## config.mk

```make
export PLATFORM = sky130hd
export DESIGN_NAME = lut_func_unit
export DESIGN_NICKNAME = d
export VERILOG_FILES = /design/src/rtl/lut_func_unit.sv
export SDC_FILE = /design/constraint.sdc
export NUM_CORES = 1
export LEC_CHECK = 0
export ABC_AREA = 0
export ABC_CLOCK_PERIOD_IN_PS = 2000
export CAP_MARGIN = 20
export CORE_AREA = 2 2 101 103
export CTS_BUF_LIST = sky130_fd_sc_hd__clkbuf_8
export DETAILED_ROUTE_END_ITERATION = 16
export DIE_AREA = 0 0 103 105
export MAX_ROUTING_LAYER = met4
export PLACE_DENSITY = 0.5
export SLEW_MARGIN = 40
export SYNTH_ARGS = -nofsm -noshare
export SYNTH_HDL_FRONTEND = slang
export SYNTH_SLANG_ARGS = --single-unit
export TNS_END_PERCENT = 20
```

## constraint.sdc

```tcl
create_clock -name clk -period 2 [get_ports clk]
set_input_delay 0.5 -clock clk [delete_from_list [all_inputs] [get_ports clk]]
set_output_delay 0.5 -clock clk [all_outputs]
set_load 0.01 [all_outputs]
```

## src/rtl/lut_func_unit.sv

```systemverilog
// lut_func_unit: two-operand function c = f(a,b) via a runtime-loaded truth table.
// Optional LUT_FUNC_DEFAULT_TABLE_EN: reset into RUN holding the fixed 2-bit function.
module lut_func_unit #(
    parameter int W     = 2,
    parameter int OUT_W = 2,
    parameter int CNT_W = 16
) (
    input  logic             clk,
    input  logic             rst_n,
    input  logic             cfg_valid,
    output logic             cfg_ready,
    input  logic             cfg_first,
    input  logic [OUT_W-1:0] cfg_data,
    input  logic             in_valid,
    output logic             in_ready,
    input  logic [W-1:0]     a,
    input  logic [W-1:0]     b,
    output logic             out_valid,
    input  logic             out_ready,
    output logic [OUT_W-1:0] c,
    output logic             tbl_valid,
    output logic             cfg_err,
    output logic [CNT_W-1:0] eval_cnt
);

    localparam int IDX_W = 2 * W;
    localparam int DEPTH = 1 << IDX_W;

    typedef enum logic [1:0] {
        EMPTY,
        LOAD,
        RUN
    } state_t;

`ifdef LUT_FUNC_DEFAULT_TABLE_EN
    localparam state_t RST_STATE = RUN;

    if (W != 2 || OUT_W != 2) begin : g_bad_cfg
        $fatal(1, "LUT_FUNC_DEFAULT_TABLE_EN needs W=2 and OUT_W=2");
    end

    // Fixed 2-bit function: p,q = a[1:0], r,s = b[1:0]
    function automatic logic [OUT_W-1:0] rst_entry(input int i);
        logic       p, q, r, s;
        logic [1:0] f;
        {p, q, r, s} = 4'(i);
        f[1] = (!p && r && s) || (!p && q && r) || (p && !r);
        f[0] = (p || q || s) && (q || r) && (!p || r);
        return OUT_W'(f);
    endfunction
`else
    localparam state_t RST_STATE = EMPTY;
`endif

    state_t           state;
    logic [IDX_W-1:0] load_idx;
    logic [OUT_W-1:0] tbl [DEPTH];

    logic             tbl_we;
    logic [IDX_W-1:0] wr_idx;
    logic             accept;

    assign cfg_ready = 1'b1;
    assign tbl_valid = (state == RUN);
    assign in_ready  = tbl_valid && !cfg_valid && (!out_valid || out_ready);
    assign accept    = in_valid && in_ready;

    // A first beat always lands at entry 0; other beats only write while loading
    assign tbl_we = cfg_valid && (cfg_first || state == LOAD);
    assign wr_idx = cfg_first ? '0 : load_idx;

    // Load sequencer: tracks the fill index and flags stray beats
    always_ff @(posedge clk or negedge rst_n) begin
        if (!rst_n) begin
            state    <= RST_STATE;
            load_idx <= '0;
            cfg_err  <= 1'b0;
        end else if (cfg_valid) begin
            if (cfg_first) begin
                state    <= LOAD;
                load_idx <= IDX_W'(1);
                cfg_err  <= 1'b0;
            end else if (state == LOAD) begin
                if (load_idx == IDX_W'(DEPTH - 1)) begin
                    state    <= RUN;
                    load_idx <= '0;
                end else begin
                    load_idx <= load_idx + IDX_W'(1);
                end
            end else begin
                cfg_err <= 1'b1;
            end
        end
    end

    // Truth-table storage
    always_ff @(posedge clk or negedge rst_n) begin
        if (!rst_n) begin
            for (int i = 0; i < DEPTH; i++) begin
`ifdef LUT_FUNC_DEFAULT_TABLE_EN
                tbl[i] <= rst_entry(i);
`else
                tbl[i] <= '0;
`endif
            end
        end else if (tbl_we) begin
            tbl[wr_idx] <= cfg_data;
        end
    end

    // Output register: lookup on accept, hold under backpressure
    always_ff @(posedge clk or negedge rst_n) begin
        if (!rst_n) begin
            out_valid <= 1'b0;
            c         <= '0;
        end else if (accept) begin
            out_valid <= 1'b1;
            c         <= tbl[{a, b}];
        end else if (out_ready) begin
            out_valid <= 1'b0;
        end
    end

    // Completed output handshakes, wrapping
    always_ff @(posedge clk or negedge rst_n) begin
        if (!rst_n) begin
            eval_cnt <= '0;
        end else if (out_valid && out_ready) begin
            eval_cnt <= eval_cnt + CNT_W'(1);
        end
    end

endmodule

```

==> impl_metrics.json <==
{
  "drt-total-wl_microns": 6140,
  "grt_start_max_net_pins": 26,
  "ys.warnings.count": 0,
  "yosysUniqueCellTypes": 45,
  "drc": 0,
  "gp_congestion": 0.784,
  "leakage_nw": 1.70,
  "rsz0062_at_grt": "false",
  "io_pins": 35,
  "crit_chain": "clkdlybuf4s50_1 -> buf_4 -> and3b_4 -> nand4b_4 -> nor4b_4 -> mux2_2",
  "cts_inserted_buffers": 9,
  "cp_slowest_cell": "clkdlybuf4s50_1",
  "status": "complete, no violations",
  "setup_viol": 0,
  "drv_slew": 0,
  "cts_sinks": 58,
  "power_density_mw_per_mm2": 803,
  "rows": 36,
  "die_w_microns": 103,
  "yosys-top-cells-count": "dfrtp_1 (58), mux2_2 (36), nand2_1 (26)",
  "synth_top_flop_cell": "dfrtp_1",
  "final_util_pct": 38.9,
  "power_switching_w": 0.000809,
  "yosysSeqAreaShare_pct": 50.5,
  "fp.coreArea_sq_mm": 0.00964,
  "syn_area_per_cell_sq_um": 12.5,
  "sequentialPowerShare_pct": 48.5,
  "path_buf_inv": 2,
  "clockRootBuffer": "clkbuf_8",
  "numPortBuffers": 33,
  "antenna_cells": 0,
  "first_iter_violations": 57,
  "clock_path_buffers": 2,
  "start_util_pct": 29.8,
  "critPathLaunchType": "primary input",
  "cp.required_ns": 2.23,
  "antenna_left": 0,
  "period_share_pct": 93.5,
  "p_clk_share_pct": 35.6,
  "hp-class": "flop to flop",
  "synth_top_area_cell": "dfrtp_1",
  "arrival_ns": 2.10,
  "p_comb_share_pct": 15.9,
  "synth_top_cell_area_share_pct": 50.5,
  "synth_nets": 244,
  "nets": 308,
  "grt_pass1_vias": 2094,
  "antenna_found_initial": 0,
  "grt_usage_pct": 13.1,
  "clock_latency_ns": 0.34,
  "maxCapViolCount": 0,
  "grt_use_met3_pct": 4.41,
  "synthCells": 230,
  "postSynth.asyncResetShare_pct": 100,
  "path_max_fanout": 4,
  "routedWlPerCell_microns": 14.2,
  "critical-path-top-delay-family": "simple AND/OR/NAND/NOR gates",
  "vias_per_cell": 4.57,
  "p_int_w": 0.00220,
  "grt_util_met1_pct": 17.0,
  "clkTransAtPathRegs_ns": 0.07,
  "grt_pass1_wl_microns": 10500,
  "first_pass_iters": 4,
  "syn_to_final_growth_pct": 30.5,
  "worst_path_largest_cell_delay_ns": 0.48,
  "fin_crit_ns": 1.87,
  "cts_tree": "done",
  "yosysMostFrequentCell": "dfrtp_1",
  "h-tree-depth": 3,
  "synth_edf_count": 0,
  "path_class": "primary input to flop",
  "layout-drive-gt1-share_pct": 32.8,
  "power_w": 0.00301,
  "synth_area_leaders": "dfrtp_1 (51%), mux2_2 (14%), mux4_2 (4.7%), xnor2_1 (3.7%), nand2_1 (3.4%)",
  "vias": 1976,
  "synthesis.area_sq_mm": 0.00287,
  "swShare_pct": 26.9,
  "dp_hpwl_microns": 4470,
  "grt.overflow.total": 0,
  "busiest_layer": "met2",
  "die-area_sq_mm": 0.0108,
  "cp-end-kind": "flop",
  "synth-seq-cells": 58,
  "peakVddDrop_v": 0.000448,
  "fmax_ghz": 0.535,
  "met2_usage_pct": 19.0,
  "fin_skew_ns": 0.0103,
  "die_h_microns": 105,
  "hold_violations": 0
}
worst register-to-register path, stage by stage (launching register included):
cell and delay, ns:
dfrtp_2 0.40, buf_4 0.16, and3b_4 0.31, nand4b_4 0.15, nor4b_4 0.28, mux2_2 0.36
per-layer routing:
layer | vias to the layer above | wire, microns
met3 | 9 | 247
li1 | 951 | -
met1 | 980 | 3010
met5 | - | 0
met4 | 0 | 93
met2 | 36 | 2790
final cells by class:
type                       count  area [sq um]
timing repair buffer          64           579
clock buffer                   9           124
clock inverter                 7          70.1
tap                          133           166
sequential                    58          1450
inverter                       3          11.3
multi-input combinational    158          1340
fill                         974          5890
flip-flops by register name, indices dropped and copies added (netlist names):
name and cells:
load_idx 4, cfg_err 1, eval_cnt 16, tbl 32, c 2, state 2
out_valid 1
worst paths after layout:
kind / startpoint / endpoint / slack, ns / cells past startpoint
min: eval_cnt[15]$_DFFE_PN0P_ / eval_cnt[15]$_DFFE_PN0P_ / 0.47 / 1
max: cfg_valid / tbl[9]$_DFFE_PN0P_ / 0.13 / 6
max in group asynchronous: rst_n / state[1]$_DFFE_PN0P_ / 1.00 / 3
min reg2reg: eval_cnt[15]$_DFFE_PN0P_ / eval_cnt[15]$_DFFE_PN0P_ / 0.47 / 1
max reg2reg: state[1]$_DFFE_PN0P_ / tbl[9]$_DFFE_PN0P_ / 0.22 / 5
min in group asynchronous: rst_n / tbl[25]$_DFFE_PN0P_ / 0.54 / 2
timing repair:
item | in CTS | in global routing
hold buffers | 1 | 0
cloned | 0 | 0
setup endpoints to repair | 2 | 1
pin swaps | 0 | 0
gates resized for setup | 4 | 1
setup buffers | 1 | 0
endpoints found under the hold margin | 5 | 0
per-stage QoR:
stage          setup slack (ns)  setup TNS (ns)  hold slack, ns  std cells  instance area [sq um]
2_1_floorplan             0.316               0           0.204        230                   2870
3_3_place_gp             -0.260           -3.79           0.363        414                   3540
3_5_place_dp             -0.271           -4.36           0.365        414                   3540
4_1_cts                  0.0152               0           0.477        432                   3750
5_1_grt                  0.0559               0           0.498        432                   3750
6_report                  0.131               0           0.467        432                   3750
power groups by stage:
stage / clock (W) / combinational, W / sequential (W)
floorplan: 0 / 0.000365 / 0.00142
global placement: 0 / 0.000478 / 0.00148
detailed placement: 0 / 0.000485 / 0.00148
CTS: 0.00111 / 0.000487 / 0.00146
global route: 0.00117 / 0.000528 / 0.00148
finish: 0.00107 / 0.000478 / 0.00146
layout by cell type, fill, tap and decap left out, types with 4 or more instances in the layout:
cell type	n
a21oi_1	5
mux4_2	6
and2b_1	4
nor3_1	6
nor2_1	5
dfrtp_1	57
o22ai_1	4
clkbuf_8	9
mux2_2	36
nand2_1	26
nand3_1	8
buf_4	28
clkdlybuf4s50_1	30
xnor2_1	12
kinds of logic (layout without fill, tap and decap cells):
| kind of cell | Yosys count | after routing | share of synthesized area, % |
|---|---|---|---|
| and+or+nand+nor | 76 | 76 | 17.1 |
| DFF | 58 | 58 | 50.5 |
| muxes | 45 | 45 | 19.9 |
| AOI/OAI and AO/OA | 19 | 19 | 4.18 |
| xor gates and xnor gates | 15 | 15 | 4.58 |
| buffers and inverters | 14 | 83 | 2.70 |
| adders and majority gates | 2 | 2 | 0.871 |
| other | 1 | 1 | 0.131 |
Power figures use the tool's default switching activity.
